**config.mk**
```make
export PLATFORM = sky130hd
export DESIGN_NAME = dac_cfg_sequencer_flat
export DESIGN_NICKNAME = d
export VERILOG_FILES = /design/src/rtl/dac_cfg_sequencer_if.sv /design/src/rtl/dac_cfg_sequencer.sv /design/src/flat_wrapper.sv
export SDC_FILE = /design/constraint.sdc
export NUM_CORES = 1
export LEC_CHECK = 0
export ABC_AREA = 1
export CAP_MARGIN = 25
export CORE_UTILIZATION = 50
export CTS_CLUSTER_SIZE = 14
export DETAILED_ROUTE_END_ITERATION = 8
export HOLD_SLACK_MARGIN = 0.06
export MAX_ROUTING_LAYER = met4
export PLACE_DENSITY = 0.82
export SLEW_MARGIN = 30
export SYNTH_ARGS = -nofsm -noshare
export SYNTH_HDL_FRONTEND = slang
export SYNTH_SLANG_ARGS = --single-unit
```
**constraint.sdc**
```tcl
create_clock -name clk -period 1.9 [get_ports clk]
set_input_delay 0.38 -clock clk [delete_from_list [all_inputs] [get_ports clk]]
set_output_delay 0.38 -clock clk [all_outputs]
set_load 0.02 [all_outputs]
```
**src/rtl/dac_cfg_sequencer_if.sv**
```systemverilog
// SPI register-write channel between the DAC config sequencer and the SPI master.
interface dac_cfg_sequencer_if #(
  parameter int unsigned ADDR_W = 6,
  parameter int unsigned DATA_W = 8
);
  logic [ADDR_W-1:0] spi_reg;
  logic [DATA_W-1:0] spi_data_in;
  logic              spi_send;
  logic              spi_done;
  logic              spi_rw;

  modport master (output spi_reg, spi_data_in, spi_send, spi_rw, input spi_done);
  modport slave  (input spi_reg, spi_data_in, spi_send, spi_rw, output spi_done);
endinterface

```
**src/rtl/dac_cfg_sequencer.sv**
```systemverilog
// Multi-channel DAC RCML/RSET configuration sequencer with SPI timeout/retry,
// sticky error reporting and software re-init.
module dac_cfg_sequencer #(
  parameter int unsigned              NUM_CH      = 2,
  parameter int unsigned              FSADJ_W     = 6,
  parameter int unsigned              ADDR_W      = 6,
  parameter int unsigned              DATA_W      = 8,
  parameter logic [NUM_CH*ADDR_W-1:0] RCML_ADDRS  = {6'h08, 6'h05},
  parameter logic [NUM_CH*ADDR_W-1:0] RSET_ADDRS  = {6'h07, 6'h04},
  parameter logic [DATA_W-1:0]        RCML_DATA   = 8'h80,
  parameter int unsigned              TIMEOUT_CYC = 4096,
  parameter int unsigned              MAX_RETRY   = 3
) (
  input  logic                        clk,
  input  logic                        reset_n,
  input  logic [NUM_CH*FSADJ_W-1:0]   dac_fsadj,
  input  logic                        force_reinit,
  dac_cfg_sequencer_if.master         spi,
  output logic                        dac_ready,
  output logic                        cfg_error,
  output logic [2:0]                  err_ch
);

  localparam int unsigned CH_W    = (NUM_CH > 1) ? $clog2(NUM_CH) : 1;
  localparam int unsigned RETRY_W = (MAX_RETRY > 0) ? $clog2(MAX_RETRY + 1) : 1;
  localparam int unsigned TMO_W   = $clog2(TIMEOUT_CYC + 1);
  localparam logic [CH_W-1:0]    LAST_CH   = CH_W'(NUM_CH - 1);
  localparam logic [TMO_W-1:0]   TMO_LAST  = TMO_W'(TIMEOUT_CYC - 1);
  localparam logic [RETRY_W-1:0] RETRY_MAX = RETRY_W'(MAX_RETRY);

  typedef enum logic [2:0] {
    S_BEGIN, S_RCML_START, S_RCML_WAIT, S_RSET_SCAN,
    S_RSET_START, S_RSET_WAIT, S_IDLE, S_ERROR
  } state_t;

  state_t                      r_state, w_state_nxt;
  logic [CH_W-1:0]             r_ch, w_ch_nxt;
  logic [NUM_CH-1:0]           r_mask, w_mask_nxt;
  logic [NUM_CH*FSADJ_W-1:0]   r_shadow, w_shadow_nxt;
  logic [RETRY_W-1:0]          r_retry, w_retry_nxt;
  logic [TMO_W-1:0]            r_tmo, w_tmo_nxt;
  logic [ADDR_W-1:0]           r_spi_reg, w_spi_reg_nxt;
  logic [DATA_W-1:0]           r_spi_data, w_spi_data_nxt;
  logic                        r_spi_send, w_spi_send_nxt;
  logic                        r_cfg_error, w_cfg_error_nxt;
  logic [2:0]                  r_err_ch, w_err_ch_nxt;
  logic                        r_pend, w_pend_nxt;

  logic [NUM_CH-1:0]           w_changed;
  logic [DATA_W-1:0]           w_rset_data;
  logic                        w_done;
  logic                        w_last;
  logic                        w_tmo_hit;

  assign w_done    = spi.spi_done && !r_spi_send;
  assign w_last    = (r_ch == LAST_CH);
  assign w_tmo_hit = (r_tmo == TMO_LAST);

  always_comb begin
    w_changed = '0;
    for (int unsigned c = 0; c < NUM_CH; c++)
      w_changed[c] = (dac_fsadj[c*FSADJ_W +: FSADJ_W] != r_shadow[c*FSADJ_W +: FSADJ_W]);
  end

  always_comb begin
    w_rset_data                = '0;
    w_rset_data[FSADJ_W-1:0]   = r_shadow[r_ch*FSADJ_W +: FSADJ_W];
    w_rset_data[DATA_W-1]      = 1'b1;
  end

  always_comb begin
    w_state_nxt     = r_state;
    w_ch_nxt        = r_ch;
    w_mask_nxt      = r_mask;
    w_shadow_nxt    = r_shadow;
    w_retry_nxt     = r_retry;
    w_tmo_nxt       = r_tmo;
    w_spi_reg_nxt   = r_spi_reg;
    w_spi_data_nxt  = r_spi_data;
    w_spi_send_nxt  = 1'b0;
    w_cfg_error_nxt = r_cfg_error;
    w_err_ch_nxt    = r_err_ch;
    w_pend_nxt      = r_pend | force_reinit;

    case (r_state)
      S_BEGIN: begin
        w_mask_nxt  = '1;
        w_ch_nxt    = '0;
        w_state_nxt = S_RCML_START;
      end
      S_RCML_START: begin
        w_spi_reg_nxt  = RCML_ADDRS[r_ch*ADDR_W +: ADDR_W];
        w_spi_data_nxt = RCML_DATA;
        w_spi_send_nxt = 1'b1;
        w_tmo_nxt      = TMO_W'(1);
        w_state_nxt    = S_RCML_WAIT;
      end
      // Both wait states share completion/timeout handling; only the
      // follow-on state and retry target differ.
      S_RCML_WAIT, S_RSET_WAIT: begin
        if (w_done) begin
          w_retry_nxt = '0;
          if (r_state == S_RCML_WAIT) begin
            w_ch_nxt    = w_last ? '0 : r_ch + CH_W'(1);
            w_state_nxt = w_last ? S_RSET_SCAN : S_RCML_START;
          end else begin
            w_ch_nxt    = w_last ? r_ch : r_ch + CH_W'(1);
            w_state_nxt = w_last ? S_IDLE : S_RSET_SCAN;
          end
        end else if (w_tmo_hit) begin
          if (r_retry < RETRY_MAX) begin
            w_retry_nxt = r_retry + RETRY_W'(1);
            w_state_nxt = (r_state == S_RCML_WAIT) ? S_RCML_START : S_RSET_START;
          end else begin
            w_cfg_error_nxt = 1'b1;
            w_err_ch_nxt    = 3'(r_ch);
            w_state_nxt     = S_ERROR;
          end
        end else begin
          w_tmo_nxt = r_tmo + TMO_W'(1);
        end
      end
      S_RSET_SCAN: begin
        if (r_mask[r_ch]) begin
          w_shadow_nxt[r_ch*FSADJ_W +: FSADJ_W] = dac_fsadj[r_ch*FSADJ_W +: FSADJ_W];
          w_state_nxt = S_RSET_START;
        end else if (w_last) begin
          w_state_nxt = S_IDLE;
        end else begin
          w_ch_nxt = r_ch + CH_W'(1);
        end
      end
      S_RSET_START: begin
        w_spi_reg_nxt  = RSET_ADDRS[r_ch*ADDR_W +: ADDR_W];
        w_spi_data_nxt = w_rset_data;
        w_spi_send_nxt = 1'b1;
        w_tmo_nxt      = TMO_W'(1);
        w_state_nxt    = S_RSET_WAIT;
      end
      S_IDLE: begin
        if (r_pend) begin
          w_pend_nxt  = force_reinit;
          w_state_nxt = S_BEGIN;
        end else if (w_changed != '0) begin
          w_mask_nxt  = w_changed;
          w_ch_nxt    = '0;
          w_state_nxt = S_RSET_SCAN;
        end
      end
      S_ERROR: begin
        if (r_pend) begin
          w_pend_nxt      = force_reinit;
          w_cfg_error_nxt = 1'b0;
          w_state_nxt     = S_BEGIN;
        end
      end
      default: w_state_nxt = S_BEGIN;
    endcase
  end

  always_ff @(posedge clk) begin
    if (!reset_n) begin
      r_state     <= S_BEGIN;
      r_ch        <= '0;
      r_mask      <= '0;
      r_shadow    <= '0;
      r_retry     <= '0;
      r_tmo       <= '0;
      r_spi_reg   <= '0;
      r_spi_data  <= '0;
      r_spi_send  <= 1'b0;
      r_cfg_error <= 1'b0;
      r_err_ch    <= '0;
      r_pend      <= 1'b0;
    end else begin
      r_state     <= w_state_nxt;
      r_ch        <= w_ch_nxt;
      r_mask      <= w_mask_nxt;
      r_shadow    <= w_shadow_nxt;
      r_retry     <= w_retry_nxt;
      r_tmo       <= w_tmo_nxt;
      r_spi_reg   <= w_spi_reg_nxt;
      r_spi_data  <= w_spi_data_nxt;
      r_spi_send  <= w_spi_send_nxt;
      r_cfg_error <= w_cfg_error_nxt;
      r_err_ch    <= w_err_ch_nxt;
      r_pend      <= w_pend_nxt;
    end
  end

  assign spi.spi_reg     = r_spi_reg;
  assign spi.spi_data_in = r_spi_data;
  assign spi.spi_send    = r_spi_send;
  assign spi.spi_rw      = 1'b0;
  assign dac_ready       = (r_state == S_IDLE);
  assign cfg_error       = r_cfg_error;
  assign err_ch          = r_err_ch;

endmodule

```
**src/flat_wrapper.sv**
```systemverilog
// flat-port wrapper written by rule: the top's interface ports become plain ports
module dac_cfg_sequencer_flat 
#(
  parameter int unsigned              NUM_CH      = 2,
  parameter int unsigned              FSADJ_W     = 6,
  parameter int unsigned              ADDR_W      = 6,
  parameter int unsigned              DATA_W      = 8,
  parameter logic [NUM_CH*ADDR_W-1:0] RCML_ADDRS  = {6'h08, 6'h05},
  parameter logic [NUM_CH*ADDR_W-1:0] RSET_ADDRS  = {6'h07, 6'h04},
  parameter logic [DATA_W-1:0]        RCML_DATA   = 8'h80,
  parameter int unsigned              TIMEOUT_CYC = 4096,
  parameter int unsigned              MAX_RETRY   = 3
)
  (clk, reset_n, dac_fsadj, force_reinit, dac_ready, cfg_error, err_ch, spi_spi_reg, spi_spi_data_in, spi_spi_send, spi_spi_rw, spi_spi_done);
  dac_cfg_sequencer_if #(.ADDR_W(ADDR_W), .DATA_W(DATA_W)) spi_i ();
  input  logic clk;
  input  logic reset_n;
  input  logic [NUM_CH*FSADJ_W-1:0] dac_fsadj;
  input  logic force_reinit;
  output logic dac_ready;
  output logic cfg_error;
  output logic [2:0] err_ch;
  output wire logic [$bits(spi_i.spi_reg)-1:0] spi_spi_reg;
  output wire logic [$bits(spi_i.spi_data_in)-1:0] spi_spi_data_in;
  output wire logic [$bits(spi_i.spi_send)-1:0] spi_spi_send;
  output wire logic [$bits(spi_i.spi_rw)-1:0] spi_spi_rw;
  input wire logic [$bits(spi_i.spi_done)-1:0] spi_spi_done;
  assign spi_spi_reg = spi_i.spi_reg;
  assign spi_spi_data_in = spi_i.spi_data_in;
  assign spi_spi_send = spi_i.spi_send;
  assign spi_spi_rw = spi_i.spi_rw;
  assign spi_i.spi_done = spi_spi_done;
  dac_cfg_sequencer #(.NUM_CH(NUM_CH), .FSADJ_W(FSADJ_W), .ADDR_W(ADDR_W), .DATA_W(DATA_W), .RCML_ADDRS(RCML_ADDRS), .RSET_ADDRS(RSET_ADDRS), .RCML_DATA(RCML_DATA), .TIMEOUT_CYC(TIMEOUT_CYC), .MAX_RETRY(MAX_RETRY)) u_core (.clk(clk), .reset_n(reset_n), .dac_fsadj(dac_fsadj), .force_reinit(force_reinit), .spi(spi_i), .dac_ready(dac_ready), .cfg_error(cfg_error), .err_ch(err_ch));
endmodule
```
==> results of run 1 <==
==> how the worst min path moves through the flow <==
| stage | start | endpoint | slack, ps | cells after the start |
|---|---|---|---|---|
| floorplan | u_core.r_mask[1]$_SDFFE_PN0P_ | u_core.r_mask[1]$_SDFFE_PN0P_ | 430 | 2 |
| global placement | u_core.r_mask[1]$_SDFFE_PN0P_ | u_core.r_mask[1]$_SDFFE_PN0P_ | 440 | 2 |
| detailed placement | u_core.r_mask[1]$_SDFFE_PN0P_ | u_core.r_mask[1]$_SDFFE_PN0P_ | 440 | 2 |
| CTS | u_core.r_mask[1]$_SDFFE_PN0P_ | u_core.r_mask[1]$_SDFFE_PN0P_ | 450 | 2 |
| global route | u_core.r_mask[1]$_SDFFE_PN0P_ | u_core.r_mask[1]$_SDFFE_PN0P_ | 480 | 2 |
| finish | u_core.r_mask[1]$_SDFFE_PN0P_ | u_core.r_mask[1]$_SDFFE_PN0P_ | 460 | 2 |
==> routing by layer <==
metal | share of wire | up-vias | track usage
li1 | - | 1384 | -
met1 | 0.46 | 1199 | 0.2953
met2 | 0.47 | 68 | 0.3964
met3 | 0.049 | 15 | 0.04685
met4 | 0.018 | 0 | 0.07966
met5 | 0 | - | -
==> logic make-up after synthesis <==
family / Yosys count / share of synthesized area
XOR/XNOR: 5 / 0.01643
other: 1 / 0.001407
flip-flops: 48 / 0.3606
AO/OA/AOI/OAI: 73 / 0.1418
buffers and inverters: 59 / 0.09859
adder cells (fa/ha/maj): 5 / 0.02347
AND/OR/NAND/NOR: 217 / 0.3577
==> layout make-up <==
class                           instances  area (µm²)
Fill cell                             455        1862
Multi-Input combinational cell        306        1465
Sequential cell                        48       962.2
Timing Repair Buffer                   46       431.7
Inverter                               43       161.4
Tap cell                               70       87.58
Clock buffer                            5       68.82
Clock inverter                          3       68.82
==> through the flow <==
| stage | area, µm² | std cells | worst slack, ps | power, mW | hold WS, ps |
|---|---|---|---|---|---|
| after floorplan | 2684 | 413 | 237.3 | 2.453 | 425.3 |
| after CTS | 3241 | 521 | 153.9 | 3.922 | 454.4 |
| after global placement | 3103 | 513 | 6.852 | 2.978 | 437.7 |
| after global routing | 3246 | 521 | 26.23 | 4.184 | 476.0 |
| final | 3246 | 521 | 165.9 | 3.917 | 456.0 |
| after detailed placement | 3103 | 513 | -45.08 | 3.008 | 440.3 |
==> cells in the final DEF (no fill, tap or decap), types with 3 or more instances in the layout <==
master,Yosys,final
xor2_1,3,3
nand3_1,26,26
a21oi_1,38,38
buf_4,8,15
dfxtp_1,48,47
clkdlybuf4s50_1,0,29
nor3_1,3,3
inv_2,4,4
nand2_1,100,100
nor2_2,5,4
nor2_4,2,3
nor2_1,64,64
ha_1,5,5
o21ai_0,30,30
conb_1,1,6
nand4_1,7,7
clkbuf_8,0,5
inv_1,37,37
==> power by group through the flow <==
stage / sequential [mW] / clock [mW] / combinational, mW
global route: 1.29 / 0.953 / 1.94
floorplan: 1.31 / 0 / 1.14
CTS: 1.27 / 0.919 / 1.73
global placement: 1.29 / 0 / 1.69
detailed placement: 1.29 / 0 / 1.72
finish: 1.27 / 0.903 / 1.74
==> what timing repair did <==
action                                  in CTS  in global routing
cloned                                       0                  0
resized for setup                            2                  1
endpoints found under the setup margin       1                  1
hold endpoints to repair                     0                  0
==> tightest hold or removal path: cells and delay by family, from the launching register on <==
| kind | cells | cell delay, ps |
|---|---|---|
| AO/OA/AOI/OAI | 1 | 50 |
| buffers and inverters | 1 | 50 |
| flip-flops | 1 | 320 |
==> results.toml, run 1 <==
[run_status]
status = "completed"

[synth]
synth_cell_types = 31
synth_top_area_frac = 0.3606
synth_edf_count = 0
ys_seq_area_frac = 0.3606
synth_commonest_cells = "100 x nand2_1, 64 x nor2_1, 48 x dfxtp_1"
synth_area_per_cell_um2 = 6.532
syn_inst = 408
yosysMostFrequentCell = "nand2_1"
async_reset_ff_frac = 0
ys_ff_latch = 48
synth.top_cells.by_area = "dfxtp_1 36%, nand2_1 14%, nor2_1 9.0%"
yosysTopAreaCell = "dfxtp_1"
synth_flop_cell = "dfxtp_1"
synth_warnings = 0
syn_area_mm2 = 0.002665

[grt]
grt_pass1_wl_mm = 10.01
grt_usage = 0.2407
grt_max_degree = 26
grt_overflow = 0
antenna_found_initial = 0
grt_pass1_vias = 2277

[final_layout]
drive_above_1_share = 0.1042
utilization = 0.6355
largest_reg_flops = 13
nets = 471
synthToLayoutAreaGrowth_pct = 21.78
top_register = "u_core.r_tmo"
n_antenna_cell = 0

[timing]
hold_viol = 0
layout_min_cycle_time_ps = 1734
fmax_mhz = 576.7
rsz0062_at_grt = "false"
fin_worst_skew_ps = 6.132
fin_crit_sh = 0.9127
setup_viol = 0
fin_tns_setup_ps = 0
drv_slew = 0

[worst_setup_path]
path_delay_family = "simple AND/OR/NAND/NOR gates"
worstPathRequired_ps = 2120
worstSetupEndpoint = "u_core.r_tmo[6]$_SDFFE_PN0P_"
crit_buf_inv = 1
cp_max_fo = 6
path_cells = "ha_1 -> nand2_1 -> nor2_2 -> nand2_2 -> nor2_4 -> nor2_8 -> nor2_4 -> buf_4 -> nor2_2 -> o21ai_1 -> nor2_1"
slowest_delay_ps = 410
path_depth = 11
cp-startpoint = "u_core.r_tmo[0]$_SDFFE_PN0P_"
reg2reg_to = "u_core.r_tmo[6]$_SDFFE_PN0P_"
worstSetupEndpointType = "flip-flop"
cpMaxStageDelayCell = "dfxtp_1"
critPathKind = "flip-flop to flip-flop"
start_kind = "flip-flop"
arrival_ps = 1950
r2r_slack_ps = 170
r2r_cells = 11
rr_startpoint = "u_core.r_tmo[0]$_SDFFE_PN0P_"

[die]
chipWidth_um = 75.01
io_pins = 37
die_y_um = 75.01
coreArea_mm2 = 0.005107
row_count = 26
design.die.area_mm2 = 0.005626
start_util = 0.5218

[drt]
drc = 0
drt_iter0_drc = 148
ant_nets = 0
wl_per_cell_um = 11.72
finalWirelength_mm = 6.108
vias = 2666
via_per_inst = 5.117
drtPass1Iterations = 4

[cts]
cts.sinks = 48
cts_hold_buffers = 0
cts_tree = "done"
cts_post_setup_buffers_inserted = 0
cts_root_buf = "clkbuf_8"
cts_buffers = 5
htree_num_levels = 2
clock_path_buffers = 2
path_clk_slew_ps = 100
clock_latency_ps = 310

[power]
power_switching_mw = 1.543
p_seq_frac = 0.325
p_clk_frac = 0.231
swShare = 0.3939
p_comb_frac = 0.444
p_int_mw = 2.374
cellLeakagePower_nw = 1.373
power_density_mw_per_mm2 = 1207
irDropWorstVdd_uv = 569.5

[flow_run]
maxCapViolCount = 0

[place]
place_hpwl_mm = 4.431
io_buffer_count = 30
gp_congestion = 0.8537

[hold_path]
min_path_type = "flip-flop to flip-flop"
Power figures use the tool's default switching activity.
==> run 2, diff against run 1 <==
- CTS_CLUSTER_SIZE: 14 -> unset
==> results of run 2 <==
Same layout as run 1: the final DEF is identical, and so are final timing and power.
==> run 3, diff against run 2 <==
- ABC_AREA: 1 -> unset
- CORE_MARGIN: unset -> 2
- PLACE_DENSITY: 0.82 -> 0.83
==> results.toml, run 3 <==
[run_status]
status = "completed"

[synth]
yosysTopAreaCell = "dfxtp_1"
synth_top_area_frac = 0.3852
synth_cell_types = 49
ys_seq_area_frac = 0.3852
synth.top_cells.by_area = "dfxtp_1 39%, nor2_1 6.8%, xnor2_1 6.3%"
synth_warnings = 0
async_reset_ff_frac = 0
syn_inst = 286
synth_flop_cell = "dfxtp_1"
synth_commonest_cells = "48 x dfxtp_1, 45 x nor2_1, 19 x a21oi_1"
yosysMostFrequentCell = "dfxtp_1"
synth_edf_count = 0
ys_ff_latch = 48
syn_area_mm2 = 0.002495
synth_area_per_cell_um2 = 8.723

[drt]
via_per_inst = 5.508
finalWirelength_mm = 5.524
ant_nets = 0
drt_iter0_drc = 173
drtPass1Iterations = 4
wl_per_cell_um = 13.95
drc = 0
vias = 2181

[final_layout]
final_common_cell = "dfxtp_1"
n_antenna_cell = 0
final_cell_mix = "46 x dfxtp_1, 45 x nor2_1, 29 x clkdlybuf4s50_1"
largest_reg_flops = 13
synthToLayoutAreaGrowth_pct = 23.87
nets = 351
top_register = "u_core.r_tmo"
drive_above_1_share = 0.1672

[timing]
fin_crit_sh = 0.9571
relSlewSlack = 0.6390
worst_hold_slack_ps = 470.8
setup_viol = 0
drv_slew = 0
hold_viol = 0
tightest_slew_ps = 527.8
setup_ws_ps = 81.45
fmax_mhz = 549.9
fin_worst_skew_ps = 11.36
fin_tns_setup_ps = 0
layout_min_cycle_time_ps = 1819

[power]
p_comb_frac = 0.393
p_clk_frac = 0.218
p_int_mw = 2.027
power_switching_mw = 1.151
swShare = 0.3622
p_seq_frac = 0.389
power_density_mw_per_mm2 = 1028
irDropWorstVdd_uv = 650.1
cellLeakagePower_nw = 1.203

[cts]
cts_root_buf = "clkbuf_8"
htree_num_levels = 2
cts_buffers = 5
cts_hold_buffers = 0
cts.sinks = 48
cts_tree = "done"
clock_path_buffers = 2
path_clk_slew_ps = 90
clock_latency_ps = 300

[hold_path]
hp-start = "u_core.r_tmo[0]$_SDFFE_PN0P_"
min_path_type = "flip-flop to flip-flop"

[worst_setup_path]
arrival_ps = 2020
cpMaxStageDelayCell = "clkdlybuf4s50_1"
path_cells = "clkdlybuf4s50_1 -> xnor2_1 -> nand4_1 -> nor3_1 -> buf_4 -> a41oi_2 -> o221a_2"
cp-startpoint = "dac_fsadj[3]"
start_kind = "input port"
critPathKind = "input port to flip-flop"
rr_startpoint = "u_core.r_tmo[0]$_SDFFE_PN0P_"
cp_max_fo = 3
slowest_delay_ps = 490
worstSetupEndpointType = "flip-flop"
worstPathRequired_ps = 2100

[place]
dpl_worst_slack_ps = -206.6
io_buffer_count = 30
gp_congestion = 0.9139
place_hpwl_mm = 3.991

[flow_run]
maxCapViolCount = 0

[die]
die_y_um = 74.64
start_util = 0.5247
design.die.area_mm2 = 0.005571
chipWidth_um = 74.64
row_count = 25
io_pins = 37
coreArea_mm2 = 0.004755

[grt]
grt_usage = 0.2262
antenna_found_initial = 0
grt_overflow = 0
grt_pass1_wl_mm = 9.432
grt_max_degree = 35
grt_pass1_vias = 2039
-- run 3: kinds of logic after synthesis --
logic type / synth area share
AND/OR/NAND/NOR: 0.2352
AO/OA/AOI/OAI: 0.1259
flip-flops: 0.3852
buffers and inverters: 0.05868
XOR/XNOR: 0.08074
multiplexers: 0.08776
adder cells (fa/ha/maj): 0.02508
other: 0.001503
-- run 3: worst paths after layout --
| kind | endpoint | slack (ps) | cells past startpoint |
|---|---|---|---|
| hold / removal | u_core.r_tmo[0]$_SDFFE_PN0P_ | 470 | 1 |
| setup / recovery | u_core.r_state[0]$_SDFFE_PN0P_ | 80 | 7 |
| setup reg to reg | u_core.err_ch[0]$_SDFFE_PN0P_ | 110 | 6 |
| hold reg to reg | u_core.r_tmo[0]$_SDFFE_PN0P_ | 470 | 1 |
-- run 3: area by class of cell --
type	count	area, µm²
fillers	408	1664
multi-input cells	215	1426
flip-flops and latches	48	963.4
repair buffers	54	495.5
well taps	67	83.83
clock buffers	5	68.82
clock inverters	1	30.03
inverters	6	22.52
-- run 3: through the flow --
stage,cell area (µm²),total power [mW],utilization,cells
after floorplan,2514,2.068,-,291
after global placement,2959,2.453,0.6224,389
after detailed placement,2959,2.489,0.6224,389
after CTS,3057,3.181,0.6429,395
after global routing,3090,3.385,0.6500,396
final,3090,3.178,0.6500,396
-- run 3: critical path: cells and delay by family --
| family | cells | cell delay, ps |
|---|---|---|
| AO/OA/AOI/OAI | 2 | 450 |
| buffers and inverters | 2 | 670 |
| AND/OR/NAND/NOR | 2 | 390 |
| XOR/XNOR | 1 | 140 |
-- run 3: per-layer routing --
layer,share of wire,vias to the layer above,track usage
met3,0.054,7,0.04016
met2,0.48,65,0.3441
met1,0.45,1032,0.3049
li1,-,1077,-
met4,0.015,0,0.07738
met5,0,-,-
-- run 3: repair_timing --
| item | in CTS | in global routing |
|---|---|---|
| pin swaps | 0 | 1 |
| endpoints found under the setup margin | 1 | 2 |
| hold endpoints to repair | 0 | 0 |
| gates resized for setup | 1 | 7 |
| setup buffers | 0 | 1 |
-- run 3: power by group through the flow --
stage / clock network [mW] / logic, mW / registers [mW]
6_report: 0.694 / 1.25 / 1.24
5_1_grt: 0.753 / 1.38 / 1.26
4_1_cts: 0.708 / 1.24 / 1.23
3_5_place_dp: 0 / 1.24 / 1.25
3_3_place_gp: 0 / 1.20 / 1.25
2_1_floorplan: 0 / 0.814 / 1.25
